<file path="config.mk">
export PLATFORM = sky130hd
export DESIGN_NAME = sensor_uart_packetizer
export DESIGN_NICKNAME = d
export VERILOG_FILES = /design/src/rtl/sensor_uart_packetizer.sv
export SDC_FILE = /design/constraint.sdc
export NUM_CORES = 1
export LEC_CHECK = 0
export BUFFER_PORTS_ARGS = -buffer_cell sky130_fd_sc_hd__clkbuf_2
export CORE_ASPECT_RATIO = 1.25
export CORE_MARGIN = 4
export CORE_UTILIZATION = 41
export CTS_CLUSTER_SIZE = 40
export DETAILED_ROUTE_END_ITERATION = 12
export PLACE_DENSITY_LB_ADDON = 0.12
export SETUP_SLACK_MARGIN = 0.02
export SYNTH_ARGS = -nofsm -noshare
export SYNTH_HDL_FRONTEND = slang
export SYNTH_SLANG_ARGS = --single-unit
</file>
<file path="constraint.sdc">
create_clock -name i_CLK -period 4.6 [get_ports i_CLK]
set_clock_uncertainty 0.15 [all_clocks]
set_input_delay 0.69 -clock i_CLK [delete_from_list [all_inputs] [get_ports i_CLK]]
set_output_delay 0.69 -clock i_CLK [all_outputs]
set_load 0.005 [all_outputs]
</file>
<file path="src/rtl/sensor_uart_packetizer.sv">
// -----------------------------------------------------------------------------
// sensor_uart_packetizer
//
// Purpose:
//   Captures each 72-bit ADS1292 RDATAC frame together with the 12-bit MPR121
//   touch status, then streams it to the host as a framed packet over a
//   UART transmitter (8N1, LSB first). The block has a one-deep holding
//   buffer, an 8-bit sequence number and a saturating drop counter.
//
//   Packet layout:
//     SYNC, SEQ, D[71:64] .. D[7:0], {4'h0,T[11:8]}, T[7:0] [, CHK]
//   CHK is the XOR of every byte from SEQ through T[7:0]. SYNC is not part
//   of the XOR.
//
// Configuration macro:
//   SENSOR_UART_CHECKSUM_EN  defined   -> 14-byte packet with trailing CHK
//                            undefined -> 13-byte packet, no XOR logic
//
// Parameters:
//   CLKS_PER_BIT  clock cycles per UART bit (legal >= 2)
//   SYNC_BYTE     first byte of every packet
//
// Ports:
//   i_CLK                  in   1   core clock, single domain
//   i_RST                  in   1   synchronous active-high reset
//   i_ADS1292_DATA         in   72  frame {status24, ch1_24, ch2_24}
//   i_ADS1292_VALID        in   1   one-cycle pulse qualifying the frame
//   i_MPR121_TOUCH_STATUS  in   12  touch bits, sampled with the frame
//   o_UART_TXD             out  1   serial output, idle high
//   o_BUSY                 out  1   packet in flight or frame held
//   o_DROP_CNT             out  8   frames discarded, saturates at 255
//   o_DBG_STATE            out  3   current FSM state (debug)
//
// Handshake: i_ADS1292_VALID is a push-only strobe with no ready/backpressure.
// A frame offered while the holding buffer is empty is always accepted; a
// frame offered while the holding buffer is full is discarded and counted.
// -----------------------------------------------------------------------------
module sensor_uart_packetizer #(
    parameter int unsigned CLKS_PER_BIT = 217,
    parameter logic [7:0]  SYNC_BYTE    = 8'hA5
) (
    input  logic        i_CLK,
    input  logic        i_RST,
    input  logic [71:0] i_ADS1292_DATA,
    input  logic        i_ADS1292_VALID,
    input  logic [11:0] i_MPR121_TOUCH_STATUS,
    output logic        o_UART_TXD,
    output logic        o_BUSY,
    output logic [7:0]  o_DROP_CNT,
    output logic [2:0]  o_DBG_STATE
);

    typedef enum logic [2:0] {
        ST_IDLE  = 3'd0,
        ST_LOAD  = 3'd1,
        ST_START = 3'd2,
        ST_DATA  = 3'd3,
        ST_STOP  = 3'd4
    } state_t;

    localparam int unsigned       BAUD_W    = $clog2(CLKS_PER_BIT);
    localparam logic [BAUD_W-1:0] BAUD_LAST = BAUD_W'(CLKS_PER_BIT - 1);

`ifdef SENSOR_UART_CHECKSUM_EN
    localparam logic [3:0] LAST_BYTE = 4'd13;
`else
    localparam logic [3:0] LAST_BYTE = 4'd12;
`endif

    state_t state;
    state_t next_state;

    logic [BAUD_W-1:0] baud_cnt;
    logic [2:0]        bit_idx;
    logic [3:0]        byte_idx;

    logic              hold_valid;
    logic [71:0]       hold_data;
    logic [11:0]       hold_touch;

    logic [71:0]       pkt_data;
    logic [11:0]       pkt_touch;
    logic [7:0]        pkt_seq;
    logic [7:0]        seq;
    logic [7:0]        drop_cnt;

    logic [7:0]        cur_byte;
    logic              baud_done;
    logic              last_byte;

    assign baud_done = (baud_cnt == BAUD_LAST);
    assign last_byte = (byte_idx == LAST_BYTE);

`ifdef SENSOR_UART_CHECKSUM_EN
    logic [7:0] pkt_chk;
    logic [7:0] chk_calc;

    // Checksum of the frame about to be loaded, using the sequence number it
    // will carry.
    always_comb begin
        chk_calc = seq ^ {4'h0, hold_touch[11:8]} ^ hold_touch[7:0];
        for (int i = 0; i < 9; i++) begin
            chk_calc = chk_calc ^ hold_data[i*8 +: 8];
        end
    end
`endif

    // ---------------------------------------------------------------- state
    always_ff @(posedge i_CLK) begin
        if (i_RST) begin
            state <= ST_IDLE;
        end else begin
            state <= next_state;
        end
    end

    // ----------------------------------------------------------- next state
    always_comb begin
        next_state = state;
        case (state)
            ST_IDLE:  if (hold_valid) next_state = ST_LOAD;
            ST_LOAD:  next_state = ST_START;
            ST_START: if (baud_done) next_state = ST_DATA;
            ST_DATA:  if (baud_done && bit_idx == 3'd7) next_state = ST_STOP;
            ST_STOP: begin
                if (baud_done) begin
                    if (!last_byte) begin
                        next_state = ST_START;
                    // A frame arriving on the very last stop cycle lands in
                    // the buffer at this edge, so it chains straight to LOAD.
                    end else if (hold_valid || i_ADS1292_VALID) begin
                        next_state = ST_LOAD;
                    end else begin
                        next_state = ST_IDLE;
                    end
                end
            end
            default:  next_state = ST_IDLE;
        endcase
    end

    // ------------------------------------------------------------- datapath
    always_ff @(posedge i_CLK) begin
        if (i_RST) begin
            baud_cnt   <= '0;
            bit_idx    <= 3'd0;
            byte_idx   <= 4'd0;
            hold_valid <= 1'b0;
            hold_data  <= '0;
            hold_touch <= '0;
            pkt_data   <= '0;
            pkt_touch  <= '0;
            pkt_seq    <= 8'd0;
            seq        <= 8'd0;
            drop_cnt   <= 8'd0;
`ifdef SENSOR_UART_CHECKSUM_EN
            pkt_chk    <= 8'd0;
`endif
        end else begin
            if (state == ST_START || state == ST_DATA || state == ST_STOP) begin
                baud_cnt <= baud_done ? '0 : baud_cnt + BAUD_W'(1);
            end else begin
                baud_cnt <= '0;
            end

            // Wraps 7 -> 0 on its own, ready for the next byte.
            if (state == ST_DATA && baud_done) begin
                bit_idx <= bit_idx + 3'd1;
            end

            if (state == ST_LOAD) begin
                byte_idx <= 4'd0;
            end else if (state == ST_STOP && baud_done) begin
                byte_idx <= byte_idx + 4'd1;
            end

            if (state == ST_LOAD) begin
                pkt_data  <= hold_data;
                pkt_touch <= hold_touch;
                pkt_seq   <= seq;
                seq       <= seq + 8'd1;
`ifdef SENSOR_UART_CHECKSUM_EN
                pkt_chk   <= chk_calc;
`endif
            end

            // Holding buffer. In LOAD the buffer is still full, so a frame
            // offered in that cycle is dropped rather than overwriting.
            if (i_ADS1292_VALID && !hold_valid) begin
                hold_data  <= i_ADS1292_DATA;
                hold_touch <= i_MPR121_TOUCH_STATUS;
                hold_valid <= 1'b1;
            end else begin
                if (state == ST_LOAD) begin
                    hold_valid <= 1'b0;
                end
                if (i_ADS1292_VALID && hold_valid && drop_cnt != 8'hFF) begin
                    drop_cnt <= drop_cnt + 8'd1;
                end
            end
        end
    end

    // -------------------------------------------------------------- outputs
    always_comb begin
        cur_byte = 8'hFF;
        case (byte_idx)
            4'd0:    cur_byte = SYNC_BYTE;
            4'd1:    cur_byte = pkt_seq;
            4'd2:    cur_byte = pkt_data[71:64];
            4'd3:    cur_byte = pkt_data[63:56];
            4'd4:    cur_byte = pkt_data[55:48];
            4'd5:    cur_byte = pkt_data[47:40];
            4'd6:    cur_byte = pkt_data[39:32];
            4'd7:    cur_byte = pkt_data[31:24];
            4'd8:    cur_byte = pkt_data[23:16];
            4'd9:    cur_byte = pkt_data[15:8];
            4'd10:   cur_byte = pkt_data[7:0];
            4'd11:   cur_byte = {4'h0, pkt_touch[11:8]};
            4'd12:   cur_byte = pkt_touch[7:0];
`ifdef SENSOR_UART_CHECKSUM_EN
            4'd13:   cur_byte = pkt_chk;
`endif
            default: cur_byte = 8'hFF;
        endcase

        o_UART_TXD = 1'b1;
        case (state)
            ST_START: o_UART_TXD = 1'b0;
            ST_DATA:  o_UART_TXD = cur_byte[bit_idx];
            default:  o_UART_TXD = 1'b1;
        endcase

        o_BUSY      = (state != ST_IDLE) || hold_valid;
        o_DROP_CNT  = drop_cnt;
        o_DBG_STATE = state;
    end

endmodule

</file>
# == Word-level counts from Yosys, hierarchy flattened ==
# Cells that the tools add are included.
# totals
reg_bits,211
input_bits,87
elab_cells,75
# op_classes
add_sub_neg,5
n_lt_le_gt_ge,1
eq_ne,23
n_mux,13
n_bitwise,2
n_reduce_logical,19
# ops
cell,n
$pmux 8 s13,1
$add 8x1->8 const B,3
$eq 4x4->1 const B,5
$eq 4x3->1 const B,4
$pmux 3 s5,1
$mux 3,4
$eq 4x2->1 const B,2
$eq 8x8->1 const B,1
$ne 2x2->1 const B,4
$ne 8x8->1 const B,1
$eq 3x2->1 const B,2
$eq 3x3->1 const B,2
$logic_and 1x1->1,6
$add 4x1->4 const B,1
$eq 4x1->1 const B,1
$logic_not 4->1,1
$logic_or 1x1->1,4
$lt 3x4->1 const B,1
$mux 1,4
$reduce_and 4->1,1
$add 3x1->3 const B,1
$bmux 1 s3,1
$eq 3x1->1 const B,1
$logic_not 3->1,1
9 further kinds,10

# == Depth between registers and ports, before layout ==
# logic_depth
word_depth,5
mapped_depth,10

# == Worst setup path before layout ==
# OpenSTA, ideal clock, no wires.
# synth_timing
path_type,reg2out
from,register byte_idx[0]
to,output port o_UART_TXD
arrival_time_ns,1.789
setup_slack_ns,1.971
path_stages_with_launch,10
cell_sequence,dfxtp_1 -> inv_1 -> ha_1 -> buf_6 -> buf_6 -> a222oi_1 -> nand3_1 -> a221oi_2 -> o32a_1 -> o31ai_2
# synth_between
elab_chain_len,5
elab_cells_between_ends,17
# synth_lines
item,line_no,text
from (decl),75,logic [3:0] byte_idx;
from (signal assigned),174,byte_idx <= byte_idx + 4'd1;
"$eq 4x4->1, or another cell as far along",207,case (byte_idx)
$pmux 8 s13 *,207,
$bmux 1 s3 *,230,ST_DATA: o_UART_TXD = cur_byte[bit_idx];
$mux 1 (implied by the code) *,230,
$pmux 1 s2 *,228,case (state)
to (decl),47,"output logic o_UART_TXD,"
# Mark *: on every way between the ends. The rest lies on a longest branch, timed or not. The select of a mux whose other input is x is not followed.

# == Worst setup path in the final report ==
# Ends and elaborated chain as after synthesis.

==> impl_results.md <==
* Outcome: complete, no violations
* Slew margin rel. at 0.211
* CTS Hold Bufs at 0
* Pwr dens at ~460 mW/mm^2
* Sequential fraction of the synthesis area at 0.492
* Num CTS Buffers at 22
* Mapped cell area at 0.00859 mm^2
* Post_cts resized at 0
* Asr flop ratio synth at 0
* Fmax achieved at 251 MHz
* Min cycle time layout at about 4.0 ns
* Synth Register Bits at 211
* Hold Path Class: in2reg
* Setup slack, reg-to-reg at 2.03 ns
* Core area at 0.0204 mm^2
* Initial Util at 0.421
* Post-Syn Nets at 1187
* Fin. max-slew vios at 0
* Number of I/O pins at 100
* WP data required at about 3.8 ns
* Most used DFF post-synth: dfxtp_1
* Clock sink count at 211
* Post-route setup slack at slightly above 0.6 ns
* Die W at 137 um
* GRT Total Usage at 0.188
* Antenna cells at 0
* DR pass1 iterations at 6
* DR vias at 7300
* Share of layout cells above drive strength 1 at 0.137
* Syn Area/Cell at 7.88 um^2
* Setup CP Type: reg2out
* Cells after Synth at 1090
* GP Congestion at a little under 0.9
* Yosys cell types at 56
* Final wirelength at 22000 um
* Cell row count at 58
* Clock Path Buffers at 3
* Die area at 0.0233 mm^2
* Slowest stage delay, CP at 0.80 ns
* Most frequent cells in the layout: 378 x nand2_1, 211 x dfxtp_1, 195 x a21oi_1
* Most common cell after layout, fill and taps aside: nand2_1
* Hold path depth at 3
* Final period util at 0.865
* Layout Area Growth over Synthesis at 14.4%
* Crit path max-delay family: compound AO/OA/AOI/OAI gates
* Post-CTS setup buffer count at 0
* Clock insertion delay at the later pin of the skew report at 0.50 ns
* Max Cap Viol at 0
* Buf+Inv Stages, Crit Path at 1
* Unrepaired setup endpoints after global routing: false
* Endpoints failing setup at 0
* Worst-Margin Slew at 1.18 ns
* Port buffer count at 99
* Reg2reg end: seq[7]
* Vias in the first global route at 6948
* Critical path launch point type: flip-flop
* Maximum vdd drop at between 0.2 and 0.3 mV
* Final hold violations at 0
* Count of yosys warnings during synthesis at 0
* First-pass GRT wire length at around 36000 um
* Reg2reg start: o_DBG_STATE[0]
* DP HPWL at 15100 um
* Master of the slowest instance on the critical path: ha_1
* Layout Nets at 1234
* H-tree lvl count at 1
* Critical Path Sink Type: primary output
* Clk slew on worst S/H paths at roughly 0.06 ns
* Crit-path cells: ha_1 -> a222oi_1 -> a311oi_2 -> nor4_1 -> o32a_1 -> o31ai_2 -> clkbuf_2
* DR WL/cell at between 15 and 20 um
* # DRC at 0
* Worst Hold Launch: i_ADS1292_DATA[36]
* Final TNS setup at 0 ns
* Min-Delay Endpoint: hold_data[36]
* CTS tree: yes
* CTS root buffer: clkbuf_16
* Largest net degree at the start of global routing at ~130
* Vias/cell at 5.14
* Worst R2R Path Depth at 6
* Pre-CTS WS at between 1 and 1.5 ns
* Antenna viol nets, final at 0
* Number of flops mapped to enable cells by yosys at 0
* Leak Pwr at ~3.5 nW
* Critical path arrival at 3.14 ns
* DR iter-0 viols at 393
* Initial antenna violation count at 0
* CP Max Fanout at 25
* Die H at 170 um
* Levels on crit path at 7
* Gr ovfl total at 0
## flip-flops by register name, indices dropped and copies added (netlist names)
register,count
hold_data,72
o_DBG_STATE,3
seq,8
bit_idx,3
hold_touch,12
o_DROP_CNT,8
baud_cnt,8
pkt_data,72
byte_idx,4
pkt_touch,12
hold_valid,1
pkt_seq,8
## final cells by class
type | instances | area (um^2)
Timing Repair Buffer | 111 | 592
Inverter | 9 | 33.8
Sequential cell | 211 | 4220
Clock buffer | 33 | 663
Fill cell | 2112 | 10600
Tap cell | 270 | 338
Clock inverter | 5 | 80.1
Multi-Input combinational cell | 782 | 3890
## per-stage QoR
stage               total power [mW]  std cells   util  hold WS (ns)  area, um^2
finish                          4.49       1421  0.482         0.254        9820
detailed placement              2.74       1383  0.445         0.293        9080
CTS                             4.56       1421  0.482         0.239        9820
global route                    4.72       1421  0.482         0.246        9820
global placement                2.74       1383  0.445         0.290        9080
floorplan                       2.54       1090      -         0.280        8590
## how the worst max path moves through the flow
| stage | end | start |
|---|---|---|
| global placement | o_UART_TXD | byte_idx[0] |
| global route | o_UART_TXD | byte_idx[1] |
| detailed placement | o_UART_TXD | byte_idx[0] |
| CTS | o_UART_TXD | byte_idx[0] |
| floorplan | o_UART_TXD | byte_idx[0] |
| finish | o_UART_TXD | byte_idx[0] |
## cells in the mapped netlist (6+ instances only)
library cell  count  area, um^2
a21oi_1         195         976
a221oi_1          6        52.6
a222oi_1          6        60.1
a22oi_1           7        52.6
buf_2            34         170
buf_4             6        45.0
buf_6             8        90.1
clkbuf_1         35         131
dfxtp_1         211        4220
ha_1             10         125
inv_1             9        33.8
mux2i_1          12         120
nand2_1         378        1420
nand2b_1          8        50.1
nand3_1          20         100
nand4_1           7        43.8
nor2_1           39         146
nor3_1            9        45.0
o21ai_0           7        35.0
or3_1             6        37.5
xnor2_1           9        78.8
xor2_1           14         123
## worst register-to-register path, delay by kind of cell (launching register included)
kind	cells	cell delay, ns
XOR/XNOR	1	0.17
AND/OR/NAND/NOR	4	1.40
flip-flops	1	0.55
buffers and inverters	1	0.14
## kinds of logic (layout without fill, tap and decap cells)
logic type / count (synthesis) / after routing / synth area share
AND/OR/NAND/NOR: 485 / 485 / 0.230
AO/OA/AOI/OAI: 251 / 251 / 0.168
flip-flops: 211 / 211 / 0.492
buffers and inverters: 97 / 158 / 0.0570
XOR/XNOR: 23 / 23 / 0.0235
multiplexers: 13 / 13 / 0.0153
adder cells (fa/ha/maj): 10 / 10 / 0.0146
## where the power goes
| group | switching (mW) | internal, mW |
|---|---|---|
| clock network | 0.705 | 1.10 |
| registers | 0.103 | 1.95 |
| logic | 0.442 | 0.192 |
## routing by layer
layer	part of all wire	track usage	vias to the layer above
li1	-	-	3726
met1	0.47	0.261	3397
met2	0.47	0.307	153
met3	0.045	0.0242	24
met4	0.020	0.0534	0
met5	0	0	-
(Power assumes the default switching activity.)
